`src/rtl/user_pkg.sv`:
```
// User-domain address map shared by the user-domain interconnect.
// Holds the subordinate count, the inclusive start/end address rules
// (slice i of the flattened vectors is rule i) and the data pattern the
// error subordinate returns on unmapped accesses.
package user_pkg;

    localparam int unsigned NumUserDomainSubordinates = 2;

    // Subordinate 0: ROM, subordinate 1: CNN accelerator.
    localparam logic [31:0] UserRomStart = 32'h2000_0000;
    localparam logic [31:0] UserRomEnd   = 32'h2000_0FFF;
    localparam logic [31:0] UserCnnStart = 32'h2000_1000;
    localparam logic [31:0] UserCnnEnd   = 32'h2001_4FFF;

    localparam logic [NumUserDomainSubordinates*32-1:0] UserRuleStart = {UserCnnStart, UserRomStart};
    localparam logic [NumUserDomainSubordinates*32-1:0] UserRuleEnd   = {UserCnnEnd,   UserRomEnd};

    // Read data returned for accesses that hit no rule.
    localparam logic [31:0] ErrorRdata = 32'hBADCAB1E;

endpackage

```
`src/rtl/user_obi_err_sbr.sv`:
```
// Error subordinate for the user-domain demux.
// Accepts every request it is handed and answers exactly one cycle later
// with err=1, rdata=ErrorRdata and the request's id.
// Ports:
//   clk_i, rst_ni      clock, async active-low reset
//   req_i              accepted request (handshake already qualified)
//   aid_i              request id
//   rvalid_o/rdata_o/rid_o/err_o  response, all zero when not valid
module user_obi_err_sbr
    import user_pkg::*;
#(
    parameter int unsigned DataWidth = 32,
    parameter int unsigned IdWidth   = 1
) (
    input  logic                 clk_i,
    input  logic                 rst_ni,
    input  logic                 req_i,
    input  logic [IdWidth-1:0]   aid_i,
    output logic                 rvalid_o,
    output logic [DataWidth-1:0] rdata_o,
    output logic [IdWidth-1:0]   rid_o,
    output logic                 err_o
);

    localparam logic [DataWidth-1:0] ErrData = DataWidth'(ErrorRdata);

    logic               r_valid;
    logic [IdWidth-1:0] r_rid;

    always_ff @(posedge clk_i or negedge rst_ni) begin
        if (!rst_ni) begin
            r_valid <= 1'b0;
            r_rid   <= '0;
        end else begin
            r_valid <= req_i;
            if (req_i) r_rid <= aid_i;
        end
    end

    assign rvalid_o = r_valid;
    assign rdata_o  = r_valid ? ErrData : '0;
    assign rid_o    = r_valid ? r_rid : '0;
    assign err_o    = r_valid;

endmodule

```
`src/rtl/user_obi_addr_demux.sv`:
```
// OBI address demultiplexer for the user domain.
// Routes one manager port to NumSbr subordinates by an inclusive
// start/end rule table; unmapped addresses go to an internal error
// subordinate (index NumSbr). Responses return in order: a request to a
// different subordinate is held off until every outstanding response of
// the current one has come back.
// Ports:
//   clk_i, rst_ni                       clock, async active-low reset
//   mgr_*                               manager request / response port
//   sbr_req_o, sbr_gnt_i                per-subordinate request / grant
//   sbr_addr_o..sbr_aid_o               broadcast request payload
//   sbr_rvalid_i/rdata_i/rid_i/err_i    per-subordinate responses (flattened)
module user_obi_addr_demux
    import user_pkg::*;
#(
    parameter int unsigned NumSbr    = NumUserDomainSubordinates,
    parameter int unsigned AddrWidth = 32,
    parameter int unsigned DataWidth = 32,
    parameter int unsigned IdWidth   = 1,
    parameter int unsigned MaxTrans  = 4,
    parameter logic [NumSbr*AddrWidth-1:0] RuleStart = UserRuleStart,
    parameter logic [NumSbr*AddrWidth-1:0] RuleEnd   = UserRuleEnd
) (
    input  logic                        clk_i,
    input  logic                        rst_ni,
    input  logic                        mgr_req_i,
    output logic                        mgr_gnt_o,
    input  logic [AddrWidth-1:0]        mgr_addr_i,
    input  logic                        mgr_we_i,
    input  logic [DataWidth/8-1:0]      mgr_be_i,
    input  logic [DataWidth-1:0]        mgr_wdata_i,
    input  logic [IdWidth-1:0]          mgr_aid_i,
    output logic                        mgr_rvalid_o,
    output logic [DataWidth-1:0]        mgr_rdata_o,
    output logic [IdWidth-1:0]          mgr_rid_o,
    output logic                        mgr_err_o,
    output logic [NumSbr-1:0]           sbr_req_o,
    input  logic [NumSbr-1:0]           sbr_gnt_i,
    output logic [AddrWidth-1:0]        sbr_addr_o,
    output logic                        sbr_we_o,
    output logic [DataWidth/8-1:0]      sbr_be_o,
    output logic [DataWidth-1:0]        sbr_wdata_o,
    output logic [IdWidth-1:0]          sbr_aid_o,
    input  logic [NumSbr-1:0]           sbr_rvalid_i,
    input  logic [NumSbr*DataWidth-1:0] sbr_rdata_i,
    input  logic [NumSbr*IdWidth-1:0]   sbr_rid_i,
    input  logic [NumSbr-1:0]           sbr_err_i
);

    localparam int unsigned SelW = $clog2(NumSbr + 1);
    localparam int unsigned CntW = $clog2(MaxTrans + 1);
    localparam logic [SelW-1:0] ErrSel = SelW'(NumSbr);
    localparam logic [CntW-1:0] CntMax = CntW'(MaxTrans);

    // Rules must be well formed and pairwise disjoint.
    function automatic bit rules_valid();
        bit ok = 1'b1;
        for (int i = 0; i < NumSbr; i++) begin
            if (RuleStart[i*AddrWidth +: AddrWidth] > RuleEnd[i*AddrWidth +: AddrWidth]) ok = 1'b0;
            for (int j = i + 1; j < NumSbr; j++) begin
                if (!(RuleEnd[i*AddrWidth +: AddrWidth] < RuleStart[j*AddrWidth +: AddrWidth] ||
                      RuleEnd[j*AddrWidth +: AddrWidth] < RuleStart[i*AddrWidth +: AddrWidth])) ok = 1'b0;
            end
        end
        return ok;
    endfunction

    if (MaxTrans < 1) begin : g_bad_maxtrans
        $error("user_obi_addr_demux: MaxTrans must be at least 1");
    end
    if (!rules_valid()) begin : g_bad_rules
        $error("user_obi_addr_demux: address rules overlap or have start > end");
    end

    logic [CntW-1:0]      r_cnt;
    logic [SelW-1:0]      r_last_sel;
    logic [SelW-1:0]      w_sel;
    logic                 w_permit;
    logic                 w_sel_gnt;
    logic                 w_hs;
    logic                 w_rsp_fire;
    logic [DataWidth-1:0] w_rdata;
    logic [IdWidth-1:0]   w_rid;
    logic                 w_rerr;
    logic [NumSbr-1:0]    w_last_onehot;
    logic                 w_err_rvalid;
    logic [DataWidth-1:0] w_err_rdata;
    logic [IdWidth-1:0]   w_err_rid;
    logic                 w_err_err;

    // Lowest-indexed matching rule wins; iterate downwards so it is written last.
    always_comb begin
        w_sel = ErrSel;
        for (int i = NumSbr - 1; i >= 0; i--) begin
            if (mgr_addr_i >= RuleStart[i*AddrWidth +: AddrWidth] &&
                mgr_addr_i <= RuleEnd[i*AddrWidth +: AddrWidth]) begin
                w_sel = SelW'(i);
            end
        end
    end

    // Switching target only when nothing is outstanding keeps responses ordered.
    assign w_permit = rst_ni && mgr_req_i && (r_cnt < CntMax) &&
                      (r_cnt == '0 || w_sel == r_last_sel);

    always_comb begin
        w_sel_gnt = 1'b1;  // the error subordinate accepts immediately
        sbr_req_o = '0;
        for (int i = 0; i < NumSbr; i++) begin
            if (w_sel == SelW'(i)) begin
                w_sel_gnt    = sbr_gnt_i[i];
                sbr_req_o[i] = w_permit;
            end
        end
    end

    assign mgr_gnt_o = w_permit && w_sel_gnt;
    assign w_hs      = mgr_gnt_o;

    assign sbr_addr_o  = rst_ni ? mgr_addr_i  : '0;
    assign sbr_we_o    = rst_ni ? mgr_we_i    : 1'b0;
    assign sbr_be_o    = rst_ni ? mgr_be_i    : '0;
    assign sbr_wdata_o = rst_ni ? mgr_wdata_i : '0;
    assign sbr_aid_o   = rst_ni ? mgr_aid_i   : '0;

    user_obi_err_sbr #(
        .DataWidth (DataWidth),
        .IdWidth   (IdWidth)
    ) u_err_sbr (
        .clk_i    (clk_i),
        .rst_ni   (rst_ni),
        .req_i    (w_hs && (w_sel == ErrSel)),
        .aid_i    (mgr_aid_i),
        .rvalid_o (w_err_rvalid),
        .rdata_o  (w_err_rdata),
        .rid_o    (w_err_rid),
        .err_o    (w_err_err)
    );

    always_comb begin
        w_rsp_fire    = 1'b0;
        w_rdata       = '0;
        w_rid         = '0;
        w_rerr        = 1'b0;
        w_last_onehot = '0;
        if (r_last_sel == ErrSel) begin
            w_rsp_fire = w_err_rvalid;
            w_rdata    = w_err_rdata;
            w_rid      = w_err_rid;
            w_rerr     = w_err_err;
        end
        for (int i = 0; i < NumSbr; i++) begin
            if (r_last_sel == SelW'(i)) begin
                w_rsp_fire       = sbr_rvalid_i[i];
                w_rdata          = sbr_rdata_i[i*DataWidth +: DataWidth];
                w_rid            = sbr_rid_i[i*IdWidth +: IdWidth];
                w_rerr           = sbr_err_i[i];
                w_last_onehot[i] = 1'b1;
            end
        end
        // With nothing outstanding any response is stale (e.g. issued
        // before a reset) and must not reach the manager.
        if (r_cnt == '0) w_rsp_fire = 1'b0;
    end

    assign mgr_rvalid_o = w_rsp_fire;
    assign mgr_rdata_o  = w_rsp_fire ? w_rdata : '0;
    assign mgr_rid_o    = w_rsp_fire ? w_rid   : '0;
    assign mgr_err_o    = w_rsp_fire && w_rerr;

    always_ff @(posedge clk_i or negedge rst_ni) begin
        if (!rst_ni) begin
            r_cnt      <= '0;
            r_last_sel <= '0;
        end else begin
            if (w_hs) r_last_sel <= w_sel;
            if (w_hs && !w_rsp_fire)      r_cnt <= r_cnt + CntW'(1);
            else if (!w_hs && w_rsp_fire) r_cnt <= r_cnt - CntW'(1);
        end
    end

`ifndef SYNTHESIS
    // A subordinate other than the current target must not respond while
    // transactions are outstanding.
    a_rsp_from_unselected: assert property (@(posedge clk_i) disable iff (!rst_ni)
        (r_cnt != '0) |-> ((sbr_rvalid_i & ~w_last_onehot) == '0));
`endif

endmodule

```
`config.mk`:
```
export PLATFORM = sky130hd
export DESIGN_NAME = user_obi_addr_demux
export DESIGN_NICKNAME = d
export VERILOG_FILES = /design/src/rtl/user_pkg.sv /design/src/rtl/user_obi_err_sbr.sv /design/src/rtl/user_obi_addr_demux.sv
export SDC_FILE = /design/constraint.sdc
export NUM_CORES = 1
export LEC_CHECK = 0
export ABC_CLOCK_PERIOD_IN_PS = 2900
export BUFFER_PORTS_ARGS = -buffer_cell sky130_fd_sc_hd__buf_2
export CORE_AREA = 2 2 97 99
export DETAILED_ROUTE_END_ITERATION = 7
export DIE_AREA = 0 0 99 101
export GPL_TIMING_DRIVEN = 0
export SLEW_MARGIN = 30
export SYNTH_ARGS = -nofsm -noshare
export SYNTH_HDL_FRONTEND = slang
export SYNTH_SLANG_ARGS = --single-unit
```
`constraint.sdc`:
```
create_clock -name clk_i -period 2.9 [get_ports clk_i]
set_input_delay 0.29 -clock clk_i [delete_from_list [all_inputs] [get_ports clk_i]]
set_output_delay 0.29 -clock clk_i [all_outputs]
set_load 0.005 [all_outputs]
```
# Yosys cells after proc, flatten, opt, wreduce, memory -nomap -nowiden
# Index checks and enable logic that the tools add are counted.
[classes]
n_mux = 29
reduce_logical = 17
eq_ne = 5
order_cmp = 5
n_addsub = 2
[op_table]
columns = ["operator", "n"]
rows = [
  ["$mux W32", 7],
  ["$ge A32 B30 Y1 const B", 2],
  ["$le A32 B30 Y1 const B", 2],
  ["$mux W1", 17],
  ["$logic_and A1 B1 Y1", 10],
  ["$mux W3", 2],
  ["$eq A2 B1 Y1 const B", 2],
  ["$eq A2 B2 Y1 const B", 2],
  ["$logic_not A2 Y1", 2],
  ["$mux W2", 2],
  ["$mux W4", 1],
  ["$add A3 B1 Y3 const B", 1],
  ["$logic_not A3 Y1", 1],
  ["$lt A3 B3 Y1 const B", 1],
  ["$sub A3 B1 Y3 const B", 1],
  ["$eq A2 B2 Y1", 1],
  ["$logic_not A1 Y1", 2],
  ["$reduce_bool A2 Y1", 1],
  ["$logic_or A1 B1 Y1", 1],
]
[totals]
inputBits = 145
wordCells = 62
register_bits = 7
out_inout_bits = 108

# Logic depth before layout (Yosys ltp)
[logic_depth]
depth_word = 12
mapped_depth = 12
depth_no_buf = 12

# Modules after synthesis
# Synthesis repeated with hierarchy kept, for this count alone.
[hier_totals]
hier_cells = 324
hier_area_um2 = 2115.8
[modules_own_cells]
columns = ["module", "n_inst", "seq_area_each_um2", "area_per_inst_um2", "cells_each"]
rows = [
  ["user_obi_addr_demux", 1, 125.1, 1793.0, 286],
  ["user_obi_err_sbr", 1, 50.0, 322.8, 38],
]

# Least setup slack after synthesis
# OpenSTA, ideal clock, no wires.
[synth_timing]
kind = "input to register"
start = "input port mgr_addr_i[19]"
end = "register r_cnt[2]"
required_time_ns = 2.821
path_buffers = 0
setup_time_ns = 0.079
path_stages = 12
slack_ns = 0.088
arrival_time_ns = 2.732
cell_sequence = "nor4_4 > nand2_2 > or3_1 > o31ai_1 > a311oi_2 > nor4_2 > ha_1 > inv_1 > fa_1 > xor2_1 > nor2_1 > xor2_1"
[synth_between]
elab_chain_len = 11
word_cells_on_any_way = 21
cone_classes = "4 x order compare; 2 x eq/ne; 5 x mux; 10 x reduce/logical"
[synth_lines]
columns = ["item", "line_no", "text"]
rows = [
  ["start, declared", "user_obi_addr_demux.sv:28", "input logic [AddrWidth-1:0] mgr_addr_i,"],
  ["$ge A32 B30 Y1 or $le A32 B30 Y1 (tied branches)", "user_obi_addr_demux.sv:95, user_obi_addr_demux.sv:96", ""],
  ["$logic_and A1 B1 Y1", "user_obi_addr_demux.sv:95", "if (mgr_addr_i >= RuleStart[i*AddrWidth +: AddrWidth] &&"],
  ["$mux W2", "user_obi_addr_demux.sv:95", ""],
  ["$mux W2 (*)", "user_obi_addr_demux.sv:95", ""],
  ["$logic_not A2 Y1 or $eq A2 B2 Y1 (tied branches)", "user_obi_addr_demux.sv:110, user_obi_addr_demux.sv:104", ""],
  ["$mux W1 or $logic_or A1 B1 Y1 (tied branches)", "user_obi_addr_demux.sv:110, user_obi_addr_demux.sv:104", ""],
  ["$mux W1 or $logic_and A1 B1 Y1 (tied branches)", "user_obi_addr_demux.sv:110, user_obi_addr_demux.sv:103", ""],
  ["$logic_and A1 B1 Y1 (*)", "user_obi_addr_demux.sv:117", "assign mgr_gnt_o = w_permit && w_sel_gnt;"],
  ["net mgr_gnt_o", "user_obi_addr_demux.sv:27", "output logic mgr_gnt_o,"],
  ["$logic_not A1 Y1", "user_obi_addr_demux.sv:178", "else if (!w_hs && w_rsp_fire) r_cnt <= r_cnt - CntW'(1);"],
  ["$logic_and A1 B1 Y1", "user_obi_addr_demux.sv:178", ""],
  ["$reduce_bool A2 Y1 (no line)", "n/a", ""],
  ["end signal, assigned", "user_obi_addr_demux.sv:177", "if (w_hs && !w_rsp_fire) r_cnt <= r_cnt + CntW'(1);"],
  ["end signal, assigned", "user_obi_addr_demux.sv:178", ""],
  ["end, declared", "user_obi_addr_demux.sv:75", "logic [CntW-1:0] r_cnt;"],
]
# The timed path passes the listed nets; every way through them passes the cells marked *.
# A chain may end at the register's enable or synchronous reset.

# Worst setup path in the final report
[layout_timing]
start = "input port mgr_addr_i[19]"
end = "register r_cnt[2]"
[layout_between]
elab_chain_len = 11
word_cells_on_any_way = 21
cone_classes = "4 x order compare; 2 x eq/ne; 5 x mux; 10 x reduce/logical"
[layout_lines]
columns = ["item", "line_no"]
rows = [
  ["$ge A32 B30 Y1 or $le A32 B30 Y1 (tied branches)", "user_obi_addr_demux.sv:95, user_obi_addr_demux.sv:96"],
  ["$logic_and A1 B1 Y1", "user_obi_addr_demux.sv:95"],
  ["$mux W2", "user_obi_addr_demux.sv:95"],
  ["$mux W2 (*)", "user_obi_addr_demux.sv:95"],
  ["$logic_not A2 Y1 or $eq A2 B2 Y1 (tied branches)", "user_obi_addr_demux.sv:110, user_obi_addr_demux.sv:104"],
  ["$mux W1 or $logic_or A1 B1 Y1 (tied branches)", "user_obi_addr_demux.sv:110, user_obi_addr_demux.sv:104"],
  ["$mux W1 or $logic_and A1 B1 Y1 (tied branches)", "user_obi_addr_demux.sv:110, user_obi_addr_demux.sv:103"],
  ["$logic_and A1 B1 Y1 (*)", "user_obi_addr_demux.sv:117"],
  ["$logic_not A1 Y1", "user_obi_addr_demux.sv:178"],
  ["$logic_and A1 B1 Y1", "user_obi_addr_demux.sv:178"],
  ["$reduce_bool A2 Y1 (no line)", "n/a"],
]
# Every way passes the cells marked *; elsewhere a longest branch is shown, timed or not.

==> key figures <==
Routing
  – Residual DRC: 0
  – Via Count: 2,700
  – Detail Route Antenna Nets: 0
  – Iteration-0 DRC Markers: 79
  – DRT Wirelength: 7950 µm
  – TritonRoute pass-1 iters: 4
  – Vias per inst: 4.27
  – WL per Instance: 12.6 µm

Cells and area
  – Final Instance Count excl. Fillers: 632
  – Layout cells sized above 1: 52.8%
  – Area growth, synth to finish: 89.6%
  – Antenna diodes: 0
  – Commonest non-fill, non-tap cell in the layout: buf_2
  – Most frequent cells in the layout: 252 x buf_2, 69 x and2_1, 43 x a21oi_1
  – Final core utilization: 34.9%
  – Final net count: 669

Clocking
  – CTS Buffer Depth: 2
  – H-tree depth: 1
  – TritonCTS clock tree: built
  – # Post-CTS Setup Buffers: 0
  – Clk_lat worst skew: 0.23 ns
  – Reg clk slew, reported paths: 0.04 ns
  – TritonCTS buffer count: 3
  – Root Buffer: clkbuf_8
  – Clk sinks: 7

Worst setup path
  – CP Capture Type: flop
  – Crit-path cells: buf_2 > nor4_4 > nand2_2 > or3_1 > o31ai_2 > a311oi_2 > nor4_4 > ha_2 > inv_1 > fa_1 > xor2_1 > nor2_1 > xor2_1
  – Delay-heaviest family, CP: simple AND/OR/NAND/NOR gates
  – WS Path Type: input pin to flop
  – Critical Path Fanout Max: 5
  – Critical path required time: 3.05 ns
  – Startpoint types: input pin
  – Crit path largest cell delay: 0.37 ns
  – Critical path arrival: 2.85 ns
  – Worst path bufs/invs: 2
  – Slowest CP cell: fa_1

Global routing
  – Initial antenna violation count: 1
  – GRT Util Overall: 14.7%
  – Largest net degree at the start of global routing: 16
  – GRT overflow: 0
  – Number of global-route vias before repair: 2,559
  – First-pass GRT wire length: 12,100 µm

STA
  – # setup viols final: 0
  – Final setup margin: 0.201 ns
  – Fin. max-slew vios: 0
  – Minimum clock period: 2.70 ns
  – F_max: 0.371 GHz
  – Relative slew slack: 53.7%
  – Hold slack: 0.304 ns
  – Layout Skew: 0.000899 ns
  – Period utilization: 93.1%
  – Worst-margin pin slew: 0.694 ns
  – RSZ-0062 raised after global routing: false
  – Fin. Hold Viols: 0

Logic synthesis
  – Synthesized instance count: 264
  – Post-synth EDFFs: 0
  – Register bit total from synthesis: 7
  – Post-synthesis sequential area ratio: 10.6%
  – Netlist cell types: 43
  – Mapped Avg Cell Area: 6.26 µm²
  – Area leader, netlist: and2_1
  – Yosys top cell area share: 26.1%
  – Synth top area cells: and2_1 26%, a21oi_1 13%, dfrtp_1 11%
  – Syn nets: 411
  – Ys async rst share: 100%
  – Top_reg_cell synth: dfrtp_1
  – Yosys warnings: 0
  – Mapped Area: 1650 µm²

Placed design
  – Gpl congestion: 0.800
  – Placed insts: 627
  – Quantity of I/O buffers inserted on ports: 252
  – DP HPWL: 6780 µm
  – Dpl ws: -0.259 ns

Pwr
  – PnR Total Power: 0.000459 W
  – PD cells: 146 nW/µm²
  – P_leak: 1.67 nW
  – Max VDD drop: 0.000110 V

Floorplan
  – Die Ht: 101 µm
  – Initial Util: 18.4%
  – Area of the core: 8980 µm²
  – Die area: 10000 µm²
  – Die width: 99 µm
  – Std cell rows: 35
  – Ports: 253

Status
  – Outcome: completed

Job
  – Max-cap violations: 0

Min path
  – Worst min path class: input pin to flop
what timing repair did:
item,in CTS,in global routing
resized for setup,1,6
setup endpoints to repair,2,2
endpoints found under the hold margin,7,0
pin swaps,1,0
hold buffers,1,0
cell type report:
| cell class | instances | area [µm²] |
|---|---|---|
| inverter | 4 | 17.5 |
| tap | 111 | 139 |
| multi-input combinational | 233 | 1400 |
| clock buffer | 4 | 45.0 |
| buffer | 20 | 80.1 |
| timing repair buffer | 253 | 1270 |
| sequential | 7 | 175 |
| fill | 988 | 5850 |
synthesized netlist by cell type, types with 2 or more instances:
cell type and count:
a21oi_1 43, o21ai_1 2, nand3_1 3, nor4_2 2
mux2i_1 13, nand2_1 28, clkbuf_1 18, inv_1 2
nand2_2 2, and2_1 69, nor2_1 40, dfrtp_1 7
nor3_1 4, xor2_1 2
cell families after synthesis:
| kind of cell | share of synthesized area [%] |
|---|---|
| mux | 9.24 |
| compound gates | 17.3 |
| flops | 10.6 |
| simple gates | 53.5 |
| fa+ha+maj | 1.97 |
| xor+xnor | 1.59 |
| buf+inv | 5.83 |
registers in the layout (all words and copies together) (netlist names):
name	cells
r_last_sel	2
u_err_sbr.r_rid	1
r_cnt	3
u_err_sbr.err_o	1
worst paths after layout:
| path | startpoint | endpoint | slack (ns) | cells past startpoint |
|---|---|---|---|---|
| min in group asynchronous | rst_ni | r_last_sel[1]$_DFFE_PN0P_ | 0.51 | 2 |
| hold reg to reg | u_err_sbr.r_rid$_DFFE_PN0P_ | u_err_sbr.r_rid$_DFFE_PN0P_ | 0.48 | 1 |
| max in group asynchronous | rst_ni | r_cnt[1]$_DFFE_PN0P_ | 2.14 | 2 |
| hold / removal | mgr_aid_i | u_err_sbr.r_rid$_DFFE_PN0P_ | 0.30 | 2 |
| setup reg to reg | r_last_sel[1]$_DFFE_PN0P_ | r_cnt[2]$_DFFE_PN0P_ | 0.29 | 11 |
| setup / recovery | mgr_addr_i[19] | r_cnt[2]$_DFFE_PN0P_ | 0.20 | 13 |
metrics by stage:
stage | cell area (µm²) | setup TNS [ns]
after floorplan | 1650 | 0
after global placement | 3050 | -0.372
after detailed placement | 3050 | -0.490
after CTS | 3110 | 0
after global routing | 3130 | 0
final | 3130 | 0
layer usage:
metal  vias to the layer above  share of wire (%)  GRT usage [%]
met3                         7                7.8           3.54
li1                       1386                  -              -
met4                         2               0.24           1.16
met1                      1181                 40           17.7
met2                       124                 52           27.5
met5                         -              0.088              0
report_power, final:
group | leakage [nW] | internal [W] | switching [W]
combinational | 1.57 | 0.000134 | 0.0000891
clock | 0.0228 | 0.0000951 | 0.0000424
sequential | 0.0769 | 0.0000982 | 0.00000000229
worst reg2reg max path, stage by stage, from the launching register on:
cell      delay, ns
dfrtp_1        0.44
nor2b_2        0.26
nand3_1        0.11
a211oi_1       0.24
a311oi_2       0.14
nor4_4         0.27
ha_2           0.25
inv_1          0.05
fa_1           0.37
xor2_1         0.15
nor2_1         0.11
xor2_1         0.15
No activity file was read; power rests on OpenSTA's default activity.
